--- config.mk ---
export PLATFORM = sky130hd
export DESIGN_NAME = rf_wb_arbiter
export DESIGN_NICKNAME = d
export VERILOG_FILES = /design/src/rtl/rf_arb_pkg.sv /design/src/rtl/rf_wb_arbiter_rr_pick.sv /design/src/rtl/rf_wb_arbiter.sv
export SDC_FILE = /design/constraint.sdc
export NUM_CORES = 1
export LEC_CHECK = 0
export CORE_ASPECT_RATIO = 1.75
export CORE_UTILIZATION = 36
export DETAILED_ROUTE_END_ITERATION = 16
export GPL_TIMING_DRIVEN = 0
export PLACE_DENSITY = 0.76
export SYNTH_ARGS = -nofsm -noshare
export SYNTH_HDL_FRONTEND = slang
export SYNTH_SLANG_ARGS = --single-unit
export TNS_END_PERCENT = 20
--- constraint.sdc ---
create_clock -name clk -period 3 [get_ports clk]
set_clock_uncertainty 0.15 [all_clocks]
set_input_delay 0.6 -clock clk [delete_from_list [all_inputs] [get_ports clk]]
set_output_delay 0.6 -clock clk [all_outputs]
set_load 0.01 [all_outputs]
--- src/rtl/rf_arb_pkg.sv ---
// Shared constants for the register-file writeback arbiter.
package rf_arb_pkg;

    localparam int unsigned NREQ_MAX = 8;
    localparam int unsigned SRC_W    = 3;

    // Conventional source slots on the writeback bus
    localparam logic [SRC_W-1:0] SRC_ALU    = 3'd0;
    localparam logic [SRC_W-1:0] SRC_LOAD   = 3'd1;
    localparam logic [SRC_W-1:0] SRC_MULDIV = 3'd2;

    localparam logic [4:0] REG_ZERO = 5'd0;

endpackage

--- src/rtl/rf_wb_arbiter_rr_pick.sv ---
// Combinational round-robin picker: searches ptr+1, ptr+2, ... modulo NREQ and
// returns the first requester found, as a one-hot vector and as an index.
module rr_pick #(
    parameter int unsigned NREQ = 3,
    parameter int unsigned PW   = 2
) (
    input  logic [NREQ-1:0] req,
    input  logic [PW-1:0]   ptr,
    output logic [NREQ-1:0] grant,
    output logic [PW-1:0]   grant_idx,
    output logic            grant_any
);

    // First valid requester after the pointer wins
    always_comb begin
        int unsigned idx;
        grant     = '0;
        grant_idx = ptr;
        grant_any = 1'b0;
        idx       = 0;
        for (int unsigned off = 1; off <= NREQ; off++) begin
            idx = (32'(ptr) + off) % NREQ;
            if (!grant_any && req[idx]) begin
                grant_any      = 1'b1;
                grant_idx      = idx[PW-1:0];
                grant[idx]     = 1'b1;
            end
        end
    end

endmodule

--- src/rtl/rf_wb_arbiter.sv ---
// Register-file writeback arbiter: shares the single RF write port among NREQ
// sources with round-robin priority. Outputs are registered; the RF captures
// them on the following negedge.
module rf_wb_arbiter
    import rf_arb_pkg::*;
#(
    parameter int unsigned NREQ = 3,
    parameter int unsigned AW   = 5,
    parameter int unsigned DW   = 32,
    parameter int unsigned CW   = 16
) (
    input  logic               clk,
    input  logic               rst_n,
    input  logic [NREQ-1:0]    req_valid,
    input  logic [NREQ*AW-1:0] req_addr,
    input  logic [NREQ*DW-1:0] req_data,
    output logic [NREQ-1:0]    req_ready,
    output logic               RegWrite,
    output logic [AW-1:0]      RdAddr,
    output logic [DW-1:0]      RdData,
    output logic [SRC_W-1:0]   wb_src,
    output logic [CW-1:0]      conflict_cnt
);

    localparam int unsigned PW = $clog2(NREQ);

    logic [PW-1:0]    rr_ptr_q, rr_ptr_d;
    logic [NREQ-1:0]  grant;
    logic [PW-1:0]    grant_idx;
    logic             grant_any;
    logic             multi_valid;
    logic [AW-1:0]    win_addr;
    logic [DW-1:0]    win_data;

    logic             regwrite_d;
    logic [AW-1:0]    rdaddr_d;
    logic [DW-1:0]    rddata_d;
    logic [SRC_W-1:0] wb_src_d;
    logic [CW-1:0]    conflict_cnt_d;

    rr_pick #(
        .NREQ (NREQ),
        .PW   (PW)
    ) u_rr_pick (
        .req       (req_valid),
        .ptr       (rr_ptr_q),
        .grant     (grant),
        .grant_idx (grant_idx),
        .grant_any (grant_any)
    );

    // No grant is offered while reset is held, so nothing handshakes then
    assign req_ready = rst_n ? grant : '0;

    // Two or more bits set: clearing the lowest set bit leaves something
    assign multi_valid = |(req_valid & (req_valid - NREQ'(1)));

    // Mux the winning requester's address and data
    always_comb begin
        win_addr = '0;
        win_data = '0;
        for (int unsigned i = 0; i < NREQ; i++) begin
            if (grant[i]) begin
                win_addr = req_addr[i*AW +: AW];
                win_data = req_data[i*DW +: DW];
            end
        end
    end

    // Next-state: hold write info when idle, capture the winner on a transfer
    always_comb begin
        regwrite_d     = 1'b0;
        rdaddr_d       = RdAddr;
        rddata_d       = RdData;
        wb_src_d       = wb_src;
        rr_ptr_d       = rr_ptr_q;
        conflict_cnt_d = conflict_cnt;
        if (grant_any) begin
            // R0 writes complete the handshake but never reach the RF
            regwrite_d = (win_addr != AW'(REG_ZERO));
            rdaddr_d   = win_addr;
            rddata_d   = win_data;
            wb_src_d   = SRC_W'(grant_idx);
            rr_ptr_d   = grant_idx;
        end
        if (multi_valid && (conflict_cnt != '1)) begin
            conflict_cnt_d = conflict_cnt + CW'(1);
        end
    end

    // State and registered RF write port; pointer resets so requester 0 goes first
    always_ff @(posedge clk or negedge rst_n) begin
        if (!rst_n) begin
            RegWrite     <= 1'b0;
            RdAddr       <= '0;
            RdData       <= '0;
            wb_src       <= SRC_ALU;
            rr_ptr_q     <= PW'(NREQ - 1);
            conflict_cnt <= '0;
        end else begin
            RegWrite     <= regwrite_d;
            RdAddr       <= rdaddr_d;
            RdData       <= rddata_d;
            wb_src       <= wb_src_d;
            rr_ptr_q     <= rr_ptr_d;
            conflict_cnt <= conflict_cnt_d;
        end
    end

endmodule

==> results.cfg <==
[setup_path]
critPathKind = flop to output port
r2r_setup_slack_ns = 0.10
crit_arrival_ns = 2.37
critPathCapture = req_ready[1]
critPathMaxFanout = 5
endpoint_kind = output port
start_kind = flop
r2r-start = rr_ptr_q[1]
r2r-end = RegWrite
startpoint = rr_ptr_q[1]
reg2regPathDepth = 11
critPathRequiredTime_ns = 2.25

[route]
ant_nets = 0
route.detailed.drc = 0
dr.pass1.iters = 4
wire_per_inst_um = 17.7
drt-initial-drc-count = 161
routed_wl_um = 11500
viasPerCell = 5.22
via_count = 3407

[logic_synthesis]
syn_nets = 453
ys.flop_type = dfrtp_1
ys_seq_area_frac = 0.439
synth_area_per_cell_um2 = 9.79
synthArstFlopShare = 1.00
synth_area_mm2 = 0.00325
ys_warn_count = 0
synth_edf_count = 0
synthCells = 332
synth_cell_types = 48
synth-seq-cells = 57

[sta]
worst_pin_slew_ns = 0.655
slew_headroom = 0.563
layout_setup_ws_ns = -0.123
max_freq_ghz = 0.320
hold_slack_ns = 0.152
finalCritPeriodShare = 1.04
rsz0062_at_grt = yes
finalSetupViolCount = 3
period_needed_ns = 3.12
slew_viol_final = 0
finalHoldViolations = 0

[finish]
utilization = 0.656
layout.nets = 652
final_cell_mix = clkdlybuf4s50_1, dfrtp_1, o21ai_1
mostFrequentLayoutCell = clkdlybuf4s50_1
drive_above_1_share = 0.153
diodes = 0
fillerInstances = 730
area_growth_syn_to_layout_pct = 76.2
final_area_mm2 = 0.00573

[cts]
clkTransAtPathRegs_ns = 0.05
cts_sinks = 57
cts_buffer_depth = 2
tritoncts = built
cts-buffers-inserted = 9
insertion_delay_ns = 0.33
htreeDepth = 3
cts_root_buf = clkbuf_16

[power_and_ir_drop]
power_leakage_nw = 2.28
finalPower_mw = 6.23
peakVddDrop_uv = 561
p_per_area_mw_per_mm2 = 1090

[placement]
port_buffers = 173
gp_congestion = 0.851
place_ws_ns = -1.06
hpwl_um = 8450
dpl_cell_area_mm2 = 0.00514

[global_route]
use_met1 = 0.239
grt_first_pass_wirelength_um = 17400
first_global_vias = 3559
grt_start_max_net_pins = 35
antenna_found_initial = 0
met2_usage = 0.467
busiest_layer = met2
grt_use_met3 = 0.0668
gr-total-overflow = 0
grt_use_total = 0.247

[job]
max-cap-violations = 0

[die]
fp.dieW_um = 73.8
core_mm2 = 0.00873
boundaryPins = 176
row_count = 45
initial_core_util = 0.372
die-area_mm2 = 0.00943
die_y_um = 128

[run_status]
status = complete, but fails checks
violations = setup timing

[hold_path]
hold_class = input pin to asynchronous set/reset pin
state kept, by name, summed over array words and instances (netlist names):
signal        cells
RdData           32
conflict_cnt     16
RdAddr            5
rr_ptr_q          2
RegWrite          1
wb_src            1
power breakdown:
part	switching (mW)	internal (mW)	leakage, nW
registers	0.205	1.11	0.717
clock network	0.358	0.661	0.142
logic	1.96	1.94	1.42
total	2.52	3.71	2.28
how the worst min path moves through the flow:
stage	cells past startpoint	slack, ns	endpoint
after detailed placement	2	0.32	RdAddr[1]
after CTS	1	0.16	RdData[17]
after global routing	1	0.19	RdData[17]
final	1	0.15	RdData[17]
after global placement	2	0.31	RdAddr[3]
after floorplan	0	0.15	RdAddr[0]
stage by stage:
stage                     instances  setup TNS, ns
after floorplan                 332              0
after global placement          622         -45.26
after detailed placement        623          -4.43
after CTS                       651         -0.115
after global routing            653         -0.676
final                           653         -0.258
Yosys cell counts (all sizes together) (3+ instances only):
master,n,share of area
mux2i,5,0.015
o21ai,38,0.059
inv,4,0.0046
ha,5,0.019
nor2b,4,0.010
nor3b,34,0.079
dfrtp,56,0.43
nand3,5,0.0077
and2,6,0.012
a22oi,32,0.074
o2bb2ai,3,0.0081
nand2b,4,0.0077
buf,24,0.052
o31ai,3,0.010
a21oi,36,0.055
clkbuf,4,0.0046
nand2,19,0.022
a21o,3,0.0069
nand4,6,0.012
xnor2,13,0.035
routing by layer:
metal,share of wire,vias up
met5,0,-
met4,0.028,0
met3,0.055,25
met2,0.55,127
met1,0.37,1638
li1,-,1617
logic make-up after synthesis:
family | share of synthesized area
multiplexers | 0.0189
other | 0.00115
AND/OR/NAND/NOR | 0.176
AO/OA/AOI/OAI | 0.241
buffers and inverters | 0.0616
XOR/XNOR | 0.0404
adder cells (fa/ha/maj) | 0.0223
flip-flops | 0.439
critical path, cell delays in order (launching register included):
cell and delay, ns:
dfstp_2 0.59, ha_4 0.24, buf_8 0.13, mux2i_1 0.16, o22ai_2 0.12, buf_6 0.14
o31ai_4 0.27, buf_6 0.14, and2_4 0.13, buf_6 0.09
area by class of cell:
type,count,area [µm²],share of cell area
inverter,4,15.0,0.00262
clock buffer,11,243,0.0424
sequential,57,1430,0.249
buffer,23,175,0.0306
clock inverter,5,55.1,0.00961
timing repair buffer,193,1900,0.332
multi-input combinational,243,1770,0.308
tap,117,146,0.0256
timing repair:
action                     in CTS  in global routing
resized for setup              41                 21
hold buffers                    0                  0
setup endpoints to repair       4                 32
pin swaps                       9                  9
cloned                          0                  1
setup buffers                  15                  3
Note: power is estimated with default switching activity, not from simulation.
